--- src/rtl/majority_counter.sv ---
// majority_counter: pipelined signed vote accumulator; ports clk, rst_n, store, core_result, flush -> sign_bit, zero_flag, acc_valid, busy (+ sat_flag with MAJORITY_COUNTER_SAT_EN, which saturates box instead of wrapping)
module majority_counter #(
  parameter int W       = 30,
  parameter int CORENUM = 16,
  parameter int GROUP   = 4
) (
  input  logic               clk,
  input  logic               rst_n,
  input  logic [CORENUM-1:0] store,
  input  logic [CORENUM-1:0] core_result,
  input  logic               flush,
  output logic               sign_bit,
  output logic               zero_flag,
  output logic               acc_valid,
  output logic               busy
`ifdef MAJORITY_COUNTER_SAT_EN
  ,
  output logic               sat_flag
`endif
);
  localparam int NG = (CORENUM + GROUP - 1) / GROUP;
  localparam int PW = $clog2(GROUP + 1) + 1;
  localparam int SW = $clog2(CORENUM + 1) + 1;
  logic [2*CORENUM-1:0]    sel_q, sel_d;
  logic [2*NG*GROUP-1:0]   sel_pad;
  logic [NG-1:0][PW-1:0]   psum_q, psum_d;
  logic [W-1:0]            box_q, box_d, nxt;
  logic                    v1_q, v1_d, v2_q, v2_d, v3_q, v3_d;
  logic signed [SW-1:0]    tot;
`ifdef MAJORITY_COUNTER_SAT_EN
  logic signed [W:0]       ext;
  logic                    ovf, sat_q, sat_d;
`endif
  always_comb begin
    sel_d = '0;
    for (int k = 0; k < CORENUM; k++)
      sel_d[2*k +: 2] = (flush || !store[k]) ? 2'b00 : core_result[k] ? 2'b01 : 2'b11;
    v1_d = !flush && |store;
  end
  always_comb begin
    sel_pad = (2*NG*GROUP)'(sel_q);
    psum_d  = '0;
    for (int g = 0; g < NG; g++)
      for (int j = 0; j < GROUP; j++)
        psum_d[g] = psum_d[g] + PW'($signed(sel_pad[2*(g*GROUP+j) +: 2]));
    if (flush) psum_d = '0;
    v2_d = !flush && v1_q;
  end
  always_comb begin
    tot = '0;
    for (int g = 0; g < NG; g++)
      tot = tot + SW'($signed(psum_q[g]));
`ifdef MAJORITY_COUNTER_SAT_EN
    // one guard bit: a mismatch between the top two bits means the true sum left the W-bit range
    ext   = (W+1)'($signed(box_q)) + (W+1)'(tot);
    ovf   = ext[W] ^ ext[W-1];
    nxt   = ovf ? {ext[W], {(W-1){~ext[W]}}} : ext[W-1:0];
    sat_d = flush ? 1'b0 : sat_q | (v2_q & ovf);
`else
    nxt = box_q + W'(tot);
`endif
    box_d = flush ? '0 : v2_q ? nxt : box_q;
    v3_d  = !flush && v2_q;
  end
  always_ff @(posedge clk or negedge rst_n)
    if (!rst_n) begin
      sel_q  <= '0;
      psum_q <= '0;
      box_q  <= '0;
      v1_q   <= 1'b0;
      v2_q   <= 1'b0;
      v3_q   <= 1'b0;
`ifdef MAJORITY_COUNTER_SAT_EN
      sat_q  <= 1'b0;
`endif
    end else begin
      sel_q  <= sel_d;
      psum_q <= psum_d;
      box_q  <= box_d;
      v1_q   <= v1_d;
      v2_q   <= v2_d;
      v3_q   <= v3_d;
`ifdef MAJORITY_COUNTER_SAT_EN
      sat_q  <= sat_d;
`endif
    end
  assign sign_bit  = box_q[W-1];
  assign zero_flag = box_q == '0;
  assign acc_valid = v3_q;
  assign busy      = v1_q | v2_q | v3_q;
`ifdef MAJORITY_COUNTER_SAT_EN
  assign sat_flag  = sat_q;
`endif
endmodule

--- config.mk ---
export PLATFORM = sky130hd
export DESIGN_NAME = majority_counter
export DESIGN_NICKNAME = d
export VERILOG_FILES = /design/src/rtl/majority_counter.sv
export SDC_FILE = /design/constraint.sdc
export NUM_CORES = 1
export LEC_CHECK = 0
export CAP_MARGIN = 5
export CORE_MARGIN = 4
export CORE_UTILIZATION = 30
export DETAILED_ROUTE_END_ITERATION = 6
export PLACE_DENSITY = 0.52
export SLEW_MARGIN = 25
export SYNTH_ARGS = -nofsm -noshare
export SYNTH_HDL_FRONTEND = slang
export SYNTH_SLANG_ARGS = --single-unit
--- constraint.sdc ---
create_clock -name clk -period 7.9 [get_ports clk]
set_input_delay 1.975 -clock clk [delete_from_list [all_inputs] [get_ports clk]]
set_output_delay 1.975 -clock clk [all_outputs]
set_load 0.005 [all_outputs]
==> out/results.txt <==
Aggregate global-route resource usage: 12.0%. The post-layout minimum cycle time works out to 5340 ps. Required time of the worst setup path: 8100 ps. The end point of the most critical hold path is v2_q$_DFF_PN0_. Pin placement for this block handled 39 I/O pins. The clock latency reported for the late side of the worst-skew pair is 350 ps. Clock-pin slew was measured on the worst setup and hold paths at 70 ps. Remaining antenna violation count after routing: 0. The total global routing overflow was 0. The leakage power total was 3.09 nW. The number of global-route vias before repair was 4115; the relative area change from synthesis to final layout was 17.3%. Type of the tightest min-delay check: reg2reg.

The worst setup path is launched from a flop. At the pin with the least slew margin, the transition time is 886 ps. The Yosys warning count is 0.

Worst clock skew: 8.66 ps. The post-cts hold buffer count is 0. The first global-routing pass estimated 19.8 mm of wire. The number of cells traversed by the worst hold path was 1; the share of the cycle needed by the critical path after routing was 67.6%. The run gives 9 as the number of clock buffers inserted by TritonCTS. The tools report the beginning of the worst register-to-register path as psum_q[5]$_DFF_PN0_. The tree is rooted in a clkbuf_16. For flop-to-flop paths, the worst setup slack is 2560 ps. The logs give 20700 sq um for the die area and 646 for the net count after synthesis. The startpoint identified for the worst hold timing path is v1_q$_DFF_PN0_. IR analysis of the VDD net gives a maximum drop of 0.000190 V.

The logs give 0 for the final max-slew violation count and 8.59 mm for the post-DP HPWL. Hold is met by 509 ps. The initial DRC count was 155; the number of setup buffers added after CTS was 0. For the worst setup path, the data arrival time is 5540 ps.

The synthesized netlist contains 51 unique library cells. Setup violations remaining at the end of the flow were counted as 0. The total area inside the core boundary comes to 18000 sq um.

Counting both buffers and inverters, the worst setup path holds a total of 3. The die outline height is 144 um. Slowest cell on the critical path: fa_1. The top cell type by total area after synthesis is dfrtp_1.

For this run, the detailed router's first-pass iteration total came to 4. The synthesized design contains 0 enable-type register cells. Counting flops and latches in the post-synthesis netlist gives 81.

Based on the critical path, the design can be clocked at up to 187 MHz. Max-cap violations in this run came to 0. In the final routed layout, each cell accounts on average for 14.4 um.

The summed negative setup slack over all endpoints came out at 0 ps. The clock tree synthesis step divided the H-tree into 3 levels. With fillers left out, the area of the finished cells amounts to 6480 sq um. For this run, design rule violations remaining after detail routing come to 0.

The horizontal die dimension came out at 144 um. For the synthesized netlist cell count, the log shows 534. 0 antenna diodes ended up in the layout.

By count the netlist is led by dfrtp_1 (81), nor2b_1 (49), ha_1 (47), nor2_1 (47), a21oi_1 (31). The worst register-to-register path ends at box_q[27]$_DFFE_PN0P_. The critical path is of the reg2reg type. The final count of hold timing violations came out at 0. The critical path crosses 20 cells after its start point.

The relative max-transition margin is 40.9%, and the total power is 0.00295 W. The gate family responsible for the most delay along the worst path was compound AO/OA/AOI/OAI gates. The flow ran to the end, and the final reports show no timing, DRC or antenna violations.

The most instantiated library cell after synthesis was dfrtp_1. Once the clock tree was built, the resizer swapped 0 gates to a different size. The routed design has 11.5 mm of wire.

For this run, the register share of the synthesized area comes to 36.7%. The tree built by TritonCTS fans out to 81 sinks. By area the synthesized netlist is led by dfrtp_1 (37%), fa_1 (11%), ha_1 (11%).

Of the cells placed in the final design, the portion with a size suffix greater than 1 is 5.42%. Summed over its instances, the top area cell type makes up 36.7% of the synthesized netlist area. The maximum net fanout on the critical path came out at 33. The initial antenna violation count was 0; the count of cells along the worst register-to-register path was 20. The total via count in the routed design is 3896. The floorplan has 49 rows.

Routability-driven placement finished with a final weighted congestion of 0.871. Setup repair after global routing left no endpoint under its margin. Dividing the detail-routed via count by the number of cells gives 4.86. The maximum number of pins on one net before global-route repair was 72; the cell area after placement was 6150 sq um. For this run, the leading register cell type out of synthesis is dfrtp_1.

Each instance of the synthesized netlist takes up on average 10.3 sq um. After synthesis the cells add up to 5530 sq um. Once the floorplan was initialized, standard cells occupied 30.7% of the core. For this run, the slowest stage of the critical path takes 510 ps. The longest clock path from root to sink contains 2 buffers. For this run, the post-layout net count is 679.

Buffers placed on the I/O ports in this run total 38. The element type at the critical path end was a flop. TritonCTS built the clock tree.

Traced cell by cell, the critical path runs through inv_1 -> fa_1 -> fa_1 -> inv_1 -> ha_1 -> fa_1 -> a21o_1 -> a21oi_1 -> xnor2_2 -> buf_4 -> ha_1 -> a21o_1 -> a21o_1 -> a21oi_1 -> nor3_1 -> a2111oi_2 -> o41ai_2 -> a311oi_1 -> or4b_1 -> o311ai_1. Power spread over the standard cell area amounts to 455 nW/um^2. Of all flip-flops after synthesis, the portion carrying an async set or reset was 100%.
## cells in the final DEF (no fill, tap or decap), types with 4 or more instances in the layout
master,n
nor3b_1,4
ha_1,47
nand2_1,14
xor2_1,17
a31oi_1,4
nand4_1,11
xnor2_1,17
a21oi_1,31
dfrtp_1,81
fa_1,30
a211oi_1,5
o21bai_1,6
nand2b_1,6
nor2_1,47
inv_1,28
and3_1,4
o21ai_1,12
o21a_1,4
clkbuf_16,9
nor4_1,11
buf_4,5
nor2b_1,49
a21o_1,20
mux2i_1,19
a41oi_1,4
nand3_1,7
clkdlybuf4s50_1,36
## cell families after synthesis
family	count (synthesis)	share of synthesized area (%)
AO/OA/AOI/OAI	109	13.5
XOR/XNOR	35	5.55
adder cells (fa/ha/maj)	77	21.5
buffers and inverters	48	3.28
flip-flops	81	36.7
multiplexers	19	3.44
AND/OR/NAND/NOR	165	16.0
## cell type report
cell class	count	area [sq um]
fillers	1843	11500
multi-input cells	405	3320
flip-flops and latches	81	2030
repair buffers	42	403
well taps	229	287
clock buffers	9	225
clock inverters	7	109
inverters	28	105
## metrics by stage
step	setup WS, ps	utilization, %	cells
detailed placement	2570	34.1	785
CTS	2580	36.0	801
floorplan	2250	-	534
global placement	2730	34.1	785
global route	2240	36.0	801
finish	2560	36.0	801
## sequential cells by signal, summed over array words and instances (netlist names)
name / flops
sel_pad: 32
acc_valid: 1
box_q: 30
v2_q: 1
psum_q: 16
v1_q: 1
## worst register-to-register path: cells and delay by family, from the launching register on
family,cells,cell delay (ps)
and+or+nand+nor,2,260
AOI/OAI and AO/OA,9,1990
adders and majority gates,5,1960
xor gates and xnor gates,1,140
DFF,1,370
buffers and inverters,3,460
## routing by layer
metal | share of wire [%] | GRT usage, % | vias to the layer above
met5 | 0 | 0 | -
met1 | 47 | 15.9 | 1871
met4 | 1.6 | 3.72 | 0
met3 | 4.5 | 2.66 | 10
met2 | 46 | 19.7 | 82
li1 | - | - | 1933
## power breakdown
part           leakage, nW  switching, W  internal (W)
registers             1.07     0.0000565      0.000480
logic                 1.85       0.00115      0.000791
clock network        0.164      0.000190      0.000284
## worst max path at each step
stage,from,to,slack (ps)
after detailed placement,psum_q[5]$_DFF_PN0_,box_q[27]$_DFFE_PN0P_,2570
after CTS,psum_q[5]$_DFF_PN0_,box_q[27]$_DFFE_PN0P_,2580
after global placement,psum_q[1]$_DFF_PN0_,box_q[27]$_DFFE_PN0P_,2730
after global routing,psum_q[5]$_DFF_PN0_,box_q[27]$_DFFE_PN0P_,2240
final,psum_q[5]$_DFF_PN0_,box_q[27]$_DFFE_PN0P_,2560
after floorplan,psum_q[1]$_DFF_PN0_,box_q[27]$_DFFE_PN0P_,2250
(Power assumes the default switching activity.)
